$ cat config.mk
export PLATFORM = sky130hd
export DESIGN_NAME = cpu_control_sequencer
export DESIGN_NICKNAME = d
export VERILOG_FILES = /design/src/rtl/cpu_ctrl_pkg.sv /design/src/rtl/cw_decode.sv /design/src/rtl/cpu_control_sequencer.sv
export SDC_FILE = /design/constraint.sdc
export NUM_CORES = 1
export LEC_CHECK = 0
export BUFFER_PORTS_ARGS = -buffer_cell sky130_fd_sc_hd__clkbuf_2
export CAP_MARGIN = 20
export CORE_MARGIN = 1
export CORE_UTILIZATION = 40
export CTS_CLUSTER_DIAMETER = 30
export DETAILED_ROUTE_END_ITERATION = 12
export MAX_ROUTING_LAYER = met4
export PLACE_DENSITY = 0.65
export SYNTH_ARGS = -nofsm -noshare
export SYNTH_HDL_FRONTEND = slang
export SYNTH_HIERARCHICAL = 1
export SYNTH_SLANG_ARGS = --single-unit
$ cat constraint.sdc
create_clock -name clock -period 2.98 [get_ports clock]
set_input_delay 0.149 -clock clock [delete_from_list [all_inputs] [get_ports clock]]
set_output_delay 0.149 -clock clock [all_outputs]
set_load 0.01 [all_outputs]
$ cat src/rtl/cpu_ctrl_pkg.sv
// Shared constants and control-word layout for the LEGv8 sequencer.
// Field order of cw_t matches the controlWord bit positions.
package cpu_ctrl_pkg;

  localparam int CW_W = 31;
  localparam int K_W  = 64;

  localparam logic [1:0] PSEL_HOLD = 2'b00;
  localparam logic [1:0] PSEL_INC  = 2'b01;
  localparam logic [1:0] PSEL_BR   = 2'b10;

  localparam logic [4:0] FSEL_ADD      = 5'b01000;
  localparam logic [3:0] FSEL_ARITH_HI = 4'b0100;

  localparam logic [6:0]  OPC_IARITH = 7'b1000100;
  localparam logic [10:0] OPC_LDUR   = 11'h7C2;
  localparam logic [10:0] OPC_STUR   = 11'h7C0;
  localparam logic [5:0]  OPC_B      = 6'b000101;

  localparam logic [1:0] ST_0 = 2'b00;
  localparam logic [1:0] ST_1 = 2'b01;

  localparam logic [4:0] REG_ZR = 5'd31;

  // Psel[30:29] DA[28:24] SA[23:19] SB[18:14] Fsel[13:9]
  // then the single-bit strobes/selects down to SL[0].
  typedef struct packed {
    logic [1:0] psel;
    logic [4:0] da;
    logic [4:0] sa;
    logic [4:0] sb;
    logic [4:0] fsel;
    logic       regw;
    logic       ramw;
    logic       en_mem;
    logic       en_alu;
    logic       en_b;
    logic       en_pc;
    logic       bsel;
    logic       pcsel;
    logic       sl;
  } cw_t;

  localparam cw_t CW_NOP = '0;

endpackage

$ cat src/rtl/cw_decode.sv
// Combinational decode of (IR, state) into control word and constant.
// Opcode classes are mutually exclusive; anything else is illegal.
module cw_decode
  import cpu_ctrl_pkg::*;
(
  input  logic [31:0]    i_ir,
  input  logic [1:0]     i_state,
  output cw_t            o_cw,
  output logic [K_W-1:0] o_k,
  output logic [1:0]     o_next_state,
  output logic           o_illegal
);

  logic w_iarith;
  logic w_ldur;
  logic w_stur;
  logic w_b;
  logic [K_W-1:0] w_k_dt;

  assign w_iarith = (i_ir[28:22] == OPC_IARITH);
  assign w_ldur   = (i_ir[31:21] == OPC_LDUR);
  assign w_stur   = (i_ir[31:21] == OPC_STUR);
  assign w_b      = (i_ir[31:26] == OPC_B);
  assign w_k_dt   = {{55{i_ir[20]}}, i_ir[20:12]};

  // Per-class field assembly; LDUR is the only two-state class.
  always_comb begin
    o_cw         = CW_NOP;
    o_k          = '0;
    o_next_state = ST_0;
    o_illegal    = 1'b0;
    unique case (1'b1)
      w_iarith: begin
        o_cw.psel   = PSEL_INC;
        o_cw.da     = i_ir[4:0];
        o_cw.sa     = i_ir[9:5];
        o_cw.sb     = REG_ZR;
        o_cw.fsel   = {FSEL_ARITH_HI, i_ir[30]};
        o_cw.regw   = 1'b1;
        o_cw.en_alu = 1'b1;
        o_cw.bsel   = 1'b1;
        o_cw.sl     = i_ir[29];
        o_k         = {52'd0, i_ir[21:10]};
      end
      w_ldur: begin
        o_cw.sa   = i_ir[9:5];
        o_cw.fsel = FSEL_ADD;
        o_cw.bsel = 1'b1;
        o_k       = w_k_dt;
        if (i_state == ST_0) begin
          o_next_state = ST_1;
        end else begin
          o_cw.psel   = PSEL_INC;
          o_cw.da     = i_ir[4:0];
          o_cw.regw   = 1'b1;
          o_cw.en_mem = 1'b1;
        end
      end
      w_stur: begin
        o_cw.psel = PSEL_INC;
        o_cw.sa   = i_ir[9:5];
        o_cw.sb   = i_ir[4:0];
        o_cw.fsel = FSEL_ADD;
        o_cw.bsel = 1'b1;
        o_cw.ramw = 1'b1;
        o_k       = w_k_dt;
      end
      w_b: begin
        o_cw.psel = PSEL_BR;
        o_k       = {{38{i_ir[25]}}, i_ir[25:0]};
      end
      default: begin
        o_cw.psel = PSEL_INC;
        o_illegal = 1'b1;
      end
    endcase
  end

endmodule

$ cat src/rtl/cpu_control_sequencer.sv
// Multi-cycle LEGv8 sequencer: IR/state/busy registers,
// memory-stall gating and the fetch valid/ready handshake.
module cpu_control_sequencer
  import cpu_ctrl_pkg::*;
(
  input  logic            clock,
  input  logic            reset,
  input  logic [31:0]     instr_in,
  input  logic            instr_valid,
  output logic            instr_ready,
  input  logic            mem_ready,
  output logic [CW_W-1:0] controlWord,
  output logic [K_W-1:0]  K,
  output logic [1:0]      state,
  output logic            busy,
  output logic            illegal
);

  logic [31:0] r_ir;
  logic [1:0]  r_state;
  logic        r_busy;

  cw_t            w_cw_dec;
  cw_t            w_cw;
  logic [K_W-1:0] w_k;
  logic [1:0]     w_next;
  logic           w_illegal;
  logic           w_active;
  logic           w_stall;
  logic           w_retire;
  logic           w_issue;

  cw_decode u_dec (
    .i_ir         (r_ir),
    .i_state      (r_state),
    .o_cw         (w_cw_dec),
    .o_k          (w_k),
    .o_next_state (w_next),
    .o_illegal    (w_illegal)
  );

  // Reset masks the decoder so no strobe leaks in the reset cycle.
  assign w_active = r_busy & ~reset;
  assign w_stall  = w_active & ~mem_ready
                  & (w_cw_dec.en_mem | w_cw_dec.ramw);
  assign w_retire = w_active & ~w_stall & (w_next == ST_0);

  assign instr_ready = ~reset & (~r_busy | w_retire);
  assign w_issue     = instr_ready & instr_valid;

  // Idle emits NOP; a stall suppresses PC and write strobes.
  always_comb begin
    w_cw = CW_NOP;
    if (w_active) begin
      w_cw = w_cw_dec;
      if (w_stall) begin
        w_cw.psel = PSEL_HOLD;
        w_cw.regw = 1'b0;
        w_cw.ramw = 1'b0;
      end
    end
  end

  assign controlWord = w_cw;
  assign K           = w_active ? w_k : '0;
  assign illegal     = w_active & w_illegal;
  assign state       = r_state;
  assign busy        = r_busy;

  // Issue has priority over retire for zero-bubble back-to-back.
  always_ff @(posedge clock) begin
    if (reset) begin
      r_ir    <= '0;
      r_state <= ST_0;
      r_busy  <= 1'b0;
    end else if (w_issue) begin
      r_ir    <= instr_in;
      r_state <= ST_0;
      r_busy  <= 1'b1;
    end else if (w_active & ~w_stall) begin
      r_state <= w_next;
      if (w_next == ST_0) begin
        r_busy <= 1'b0;
      end
    end
  end

endmodule

==> impl_metrics.py, run 1 <==
metrics = {
    "clock_network": {
        "postCtsSetupRepairBufs": 0,
        "htreeDepth": 2,
        "clk_latency_ps": 280,
        "cts.clk_slew.worst_paths_ps": 70,
        "clock_sinks": 35,
        "cts_tree": "yes",
        "ctsHoldBuffers": 0,
        "ctsRootBufferMaster": "clkbuf_8",
        "cts_resized": 0,
        "cts_max_path_buffers": 2,
        "cts_buffers": 5,
    },
    "yosys": {
        "yosysUniqueCellTypes": 37,
        "netlist_area_um2": 3418,
        "synthCells": 471,
        "ys_async_sr_fraction_pct": 0,
        "yosysSeqAreaShare_pct": 20.50,
        "synth-edff-count": 0,
        "synth_warnings": 6,
        "synth-seq-cells": 35,
        "avgSynthCellArea_um2": 7.257,
        "synth_flop_cell": "dfxtp_1",
    },
    "placement": {
        "dp_slack_ps": 385.5,
        "place.gp.congestion": 0.9342,
        "port_buffers": 129,
        "placed_cell_area_um2": 3734,
        "dp_hpwl_mm": 6.805,
    },
    "pwr": {
        "p_int_uw": 764.1,
        "share_seq_of_total_power_pct": 50.3,
        "clkPwrFrac_pct": 29.6,
        "p_switching_uw": 359.3,
        "swShare_pct": 31.99,
        "power_density_nw_per_um2": 294.3,
        "ir_drop_v": 0.0002254,
        "p_comb_share_pct": 20.1,
        "power_mw": 1.123,
        "leakagePower_nw": 1.851,
    },
    "critical_path": {
        "cp.arrival_ps": 2510,
        "cp.required_ps": 2830,
        "cp_max_fo": 39,
        "startpoint_type": "flip-flop",
        "worstSetupPathType": "reg -> out",
        "worst_setup_path_end_kind": "primary output",
    },
    "outcome": {
        "outcome": "finished, final reports clean",
    },
    "flow_run": {
        "drv_cap": 0,
    },
    "layout": {
        "syn_to_final_growth_pct": 11.68,
        "final_layout_size_suffix_gt1_share_pct": 29.27,
        "num-nets-final": 568,
        "post-route-cell-area_um2": 3817,
        "layout_common_cells": "129 x clkbuf_2, 93 x and2_1, 60 x nand3_1, 35 x dfxtp_1, 33 x inv_1",
        "final_common_cell": "clkbuf_2",
        "fillers": 897,
        "antenna_cells": 0,
    },
    "timing": {
        "maxSlewViolCount": 0,
        "fin_crit_ps": 2660,
        "hold_viol_final": 0,
        "relSlewSlack_pct": 58.35,
        "post-route-period-util_pct": 89.25,
        "setup_ws_ps": 320.4,
        "finalSetupViolCount": 0,
        "rsz0062_at_grt": "false",
        "max_freq_mhz": 376.0,
        "fin_setup_tns_ps": 0,
        "fin_skew_ps": 10.89,
        "worst_pin_slew_ps": 624.8,
    },
    "detailed_routing": {
        "drtAntennaViolNets": 0,
        "wl_mm": 9.366,
        "wl_per_cell_um": 14.68,
        "drt_iter0_drc": 287,
        "dr.pass1.iters": 5,
        "vias_per_cell": 5.343,
        "remaining_drc_errors": 0,
        "dr_total_vias": 3409,
    },
    "die": {
        "ios": 136,
        "die_h_um": 94.44,
        "placementRows": 33,
        "die_area_um2": 8919,
        "coreArea_um2": 8258,
        "die_w_um": 94.44,
        "start_util_pct": 41.39,
    },
    "grt": {
        "antenna_found_initial": 0,
        "overflow": 0,
        "grt_pass1_wl_mm": 13.97,
        "grt_usage_pct": 20.48,
        "grt_max_degree": 99,
        "grt_pass1_vias": 2789,
    },
    "min_path": {
        "hold_path_class": "in -> reg",
    },
}
[cell usage after synthesis, types with 2 or more instances]
master | n | share of area, %
a211oi_1 | 2 | 0.44
a21boi_0 | 5 | 1.1
a221o_1 | 8 | 2.3
and2_1 | 93 | 17
and3_1 | 16 | 2.9
buf_2 | 14 | 2.0
buf_4 | 48 | 11
buf_6 | 3 | 0.99
clkbuf_1 | 21 | 2.3
clkbuf_2 | 3 | 0.44
dfxtp_1 | 35 | 20
inv_1 | 33 | 3.6
nand2_1 | 20 | 2.2
nand2b_1 | 6 | 1.1
nand3_1 | 60 | 8.8
nand3b_1 | 32 | 7.0
nor2_1 | 9 | 0.99
nor2b_1 | 5 | 0.92
nor4b_4 | 2 | 1.4
o21a_1 | 2 | 0.44
o21ai_0 | 7 | 1.0
o21ba_2 | 2 | 0.59
o311ai_0 | 2 | 0.51
o311ai_1 | 30 | 7.7
[worst max-delay path, stage by stage (launching register included)]
cell and delay (ps):
dfxtp_1 360, nor4b_4 430, buf_4 260, nand4_2 360, nand2_2 500, and2_1 200, clkbuf_2 130
[state kept, by name, indices dropped and copies added, names as in the netlist]
signal	count
busy	1
state	2
r_ir	32
[power groups by stage]
| stage | Sequential [mW] | Clock (mW) | Combinational [mW] |
|---|---|---|---|
| after floorplan | 0.548 | 0 | 0.179 |
| after global placement | 0.572 | 0 | 0.217 |
| after detailed placement | 0.573 | 0 | 0.223 |
| after CTS | 0.563 | 0.340 | 0.224 |
| after global routing | 0.569 | 0.354 | 0.251 |
| final | 0.565 | 0.332 | 0.226 |
[path summary, 6_finish.rpt]
kind | cells after the start | slack [ps] | start | end
min reg2reg | 2 | 530 | r_ir[31]$_SDFFE_PP0P_ | r_ir[31]$_SDFFE_PP0P_
max | 6 | 320 | r_ir[23]$_SDFFE_PP0P_ | K[61]
max reg2reg | 6 | 600 | r_ir[24]$_SDFFE_PP0P_ | r_ir[8]$_SDFFE_PP0P_
min | 3 | 110 | instr_in[30] | r_ir[30]$_SDFFE_PP0P_
[logic make-up (layout without fill, tap and decap cells)]
| group | count (synthesis) | after routing | synth area share (%) |
|---|---|---|---|
| AOI/OAI and AO/OA | 63 | 63 | 15.26 |
| and+or+nand+nor | 249 | 249 | 44.07 |
| other | 1 | 7 | 0.1097 |
| DFF | 35 | 35 | 20.50 |
| buffers and inverters | 123 | 179 | 20.06 |
[per-stage QoR]
stage	cells	hold WS (ps)	utilization, %
4_1_cts	638	101.1	46.20
2_1_floorplan	477	288.8	-
5_1_grt	638	101.3	46.23
3_5_place_dp	630	394.5	45.21
6_report	638	105.2	46.23
3_3_place_gp	630	392.2	45.21
[per-layer routing]
layer	global-route usage, %	up-vias	part of all wire (%)
li1	-	1686	-
met1	27.24	1569	47
met2	31.76	144	45
met3	3.060	10	5.9
met4	6.410	0	1.7
met5	-	-	0
[area by class of cell]
type	instances	area (µm²)	area share, %
clock inverter	1	5.005	0.1311
inverter	34	127.6	3.343
tap	105	131.4	3.441
multi-input combinational	319	2071	54.24
sequential	35	700.7	18.35
clock buffer	7	76.32	1.999
timing repair buffer	137	705.7	18.49
No activity file was read; power rests on OpenSTA's default activity.
==> run 2: changes to the inputs <==
--- a/config.mk
+++ b/config.mk
@@ -13,6 +13,7 @@
 export DETAILED_ROUTE_END_ITERATION = 12
 export MAX_ROUTING_LAYER = met4
 export PLACE_DENSITY = 0.65
+export SKIP_CTS_REPAIR_TIMING = 1
 export SYNTH_ARGS = -nofsm -noshare
 export SYNTH_HDL_FRONTEND = slang
 export SYNTH_HIERARCHICAL = 1
==> constraint.sdc (replaced) <==
create_clock -name clock -period 3.2 [get_ports clock]
set_input_delay 0.16 -clock clock [delete_from_list [all_inputs] [get_ports clock]]
set_output_delay 0.16 -clock clock [all_outputs]
set_load 0.01 [all_outputs]
==> run 2 against run 1 <==
Net effect: count of clock-buffer cells in the layout down 2; global-route usage up 0.55 points; die area unchanged; register-to-register slack better by 180 ps; largest cell class unchanged.
==> impl_metrics.py, run 2 (same netlist as run 1, synthesis figures left out) <==
metrics = {
    "layout": {
        "largest_reg_flops": 32,
        "multi_input_area_um2": 2068,
        "antenna_cells": 0,
        "final_common_cell": "clkbuf_2",
        "layout_common_cells": "129 x clkbuf_2, 93 x and2_1, 60 x nand3_1, 35 x dfxtp_1, 33 x inv_1",
        "post-route-cell-area_um2": 3817,
        "final_layout_size_suffix_gt1_share_pct": 29.46,
        "syn_to_final_growth_pct": 11.68,
        "regMostFlops": "r_ir",
        "num-nets-final": 568,
        "ff_latch_area_um2": 700.7,
        "fin_util_pct": 46.23,
        "fillers": 892,
    },
    "grt": {
        "grt_max_degree": 99,
        "grt_usage_pct": 21.04,
        "grt_pass1_vias": 2834,
        "antenna_found_initial": 0,
        "overflow": 0,
        "grt_pass1_wl_mm": 14.34,
    },
    "critical_path": {
        "startpoint": "r_ir[23]$_SDFFE_PP0P_",
        "worst_setup_path_end_kind": "primary output",
        "cp_max_fo": 39,
        "cp.arrival_ps": 2610,
        "crit_end": "K[52]",
        "worstReg2RegStart": "r_ir[24]$_SDFFE_PP0P_",
        "cp.required_ps": 3040,
        "rr_endpoint": "r_ir[9]$_SDFFE_PP0P_",
        "rrSetupSlack_ps": 780,
        "worst_r2r_path_depth": 6,
        "startpoint_type": "flip-flop",
        "worstSetupPathType": "reg -> out",
    },
    "timing": {
        "max_freq_mhz": 361.0,
        "hold_viol_final": 0,
        "worst_pin_slew_ps": 756.6,
        "finalSetupViolCount": 0,
        "maxSlewViolCount": 0,
        "fin_setup_tns_ps": 0,
        "setup_ws_ps": 429.9,
        "post-route-period-util_pct": 86.57,
        "rsz0062_at_grt": "false",
        "relSlewSlack_pct": 49.44,
        "fin_skew_ps": 7.190,
        "hold_ws_ps": 110.7,
        "fin_crit_ps": 2770,
    },
    "detailed_routing": {
        "dr_total_vias": 3393,
        "drt_iter0_drc": 244,
        "vias_per_cell": 5.318,
        "remaining_drc_errors": 0,
        "drtAntennaViolNets": 0,
        "dr.pass1.iters": 4,
        "wl_mm": 9.532,
        "wl_per_cell_um": 14.94,
    },
    "min_path": {
        "hold_path_class": "in -> reg",
        "hold_start": "instr_in[18]",
    },
    "placement": {
        "dp_hpwl_mm": 6.833,
        "dp_slack_ps": 728.7,
        "port_buffers": 129,
        "placed_cell_area_um2": 3734,
        "place.gp.congestion": 0.8646,
    },
    "clock_network": {
        "htreeDepth": 2,
        "cts_buffers": 5,
        "ctsRootBufferMaster": "clkbuf_8",
        "cts_max_path_buffers": 2,
        "clk_latency_ps": 290,
        "cts.clk_slew.worst_paths_ps": 70,
        "cts_tree": "yes",
        "clock_sinks": 35,
    },
    "pwr": {
        "power_density_nw_per_um2": 274.5,
        "leakagePower_nw": 1.857,
        "ir_drop_v": 0.0002244,
    },
    "die": {
        "die_h_um": 94.44,
        "die_w_um": 94.44,
        "die_area_um2": 8919,
        "ios": 136,
        "placementRows": 33,
        "start_util_pct": 41.39,
        "coreArea_um2": 8258,
    },
    "flow_run": {
        "drv_cap": 0,
    },
    "outcome": {
        "outcome": "finished, final reports clean",
    },
}
==> run 2: metrics by stage <==
stage	instances	power (mW)
final	638	1.048
after global routing	638	1.097
after CTS	638	1.050
after detailed placement	630	0.7452
after global placement	630	0.7388
after floorplan	477	0.6772
==> run 2: worst min path at each step <==
stage	endpoint	slack, ps	depth (start not counted)
floorplan	r_ir[0]$_SDFFE_PP0P_	300	2
CTS	r_ir[28]$_SDFFE_PP0P_	110	3
global placement	r_ir[28]$_SDFFE_PP0P_	400	3
global route	r_ir[18]$_SDFFE_PP0P_	110	3
detailed placement	r_ir[28]$_SDFFE_PP0P_	410	3
finish	r_ir[18]$_SDFFE_PP0P_	110	3
==> run 2: area by class of cell <==
class / count / share of cell area (%)
sequential: 35 / 18.35
inverter: 34 / 3.343
tap: 105 / 3.441
multi-input combinational: 319 / 54.18
clock buffer: 5 / 1.803
timing repair buffer: 137 / 18.49
clock inverter: 3 / 0.3933
==> run 2: routing by layer <==
layer / global-route usage, % / routed length [µm] / vias to the layer above
li1: - / - / 1685
met1: 28.07 / 4400 / 1547
met2: 33.45 / 4314 / 144
met3: 2.818 / 661 / 17
met4: 5.128 / 155 / 0
met5: - / 0 / -
==> run 2: power by group <==
group	internal, mW	leakage (nW)	switching [mW]
logic	0.0846	1.52	0.128
clock network	0.149	0.0477	0.160
registers	0.474	0.290	0.0518
==> run 2: worst max-delay path, cell delays in order (launching register included) <==
cell and delay [ps]:
dfxtp_1 340, nor4b_4 470, nand4_2 410, nand2_1 720
and2_1 230, clkbuf_2 130
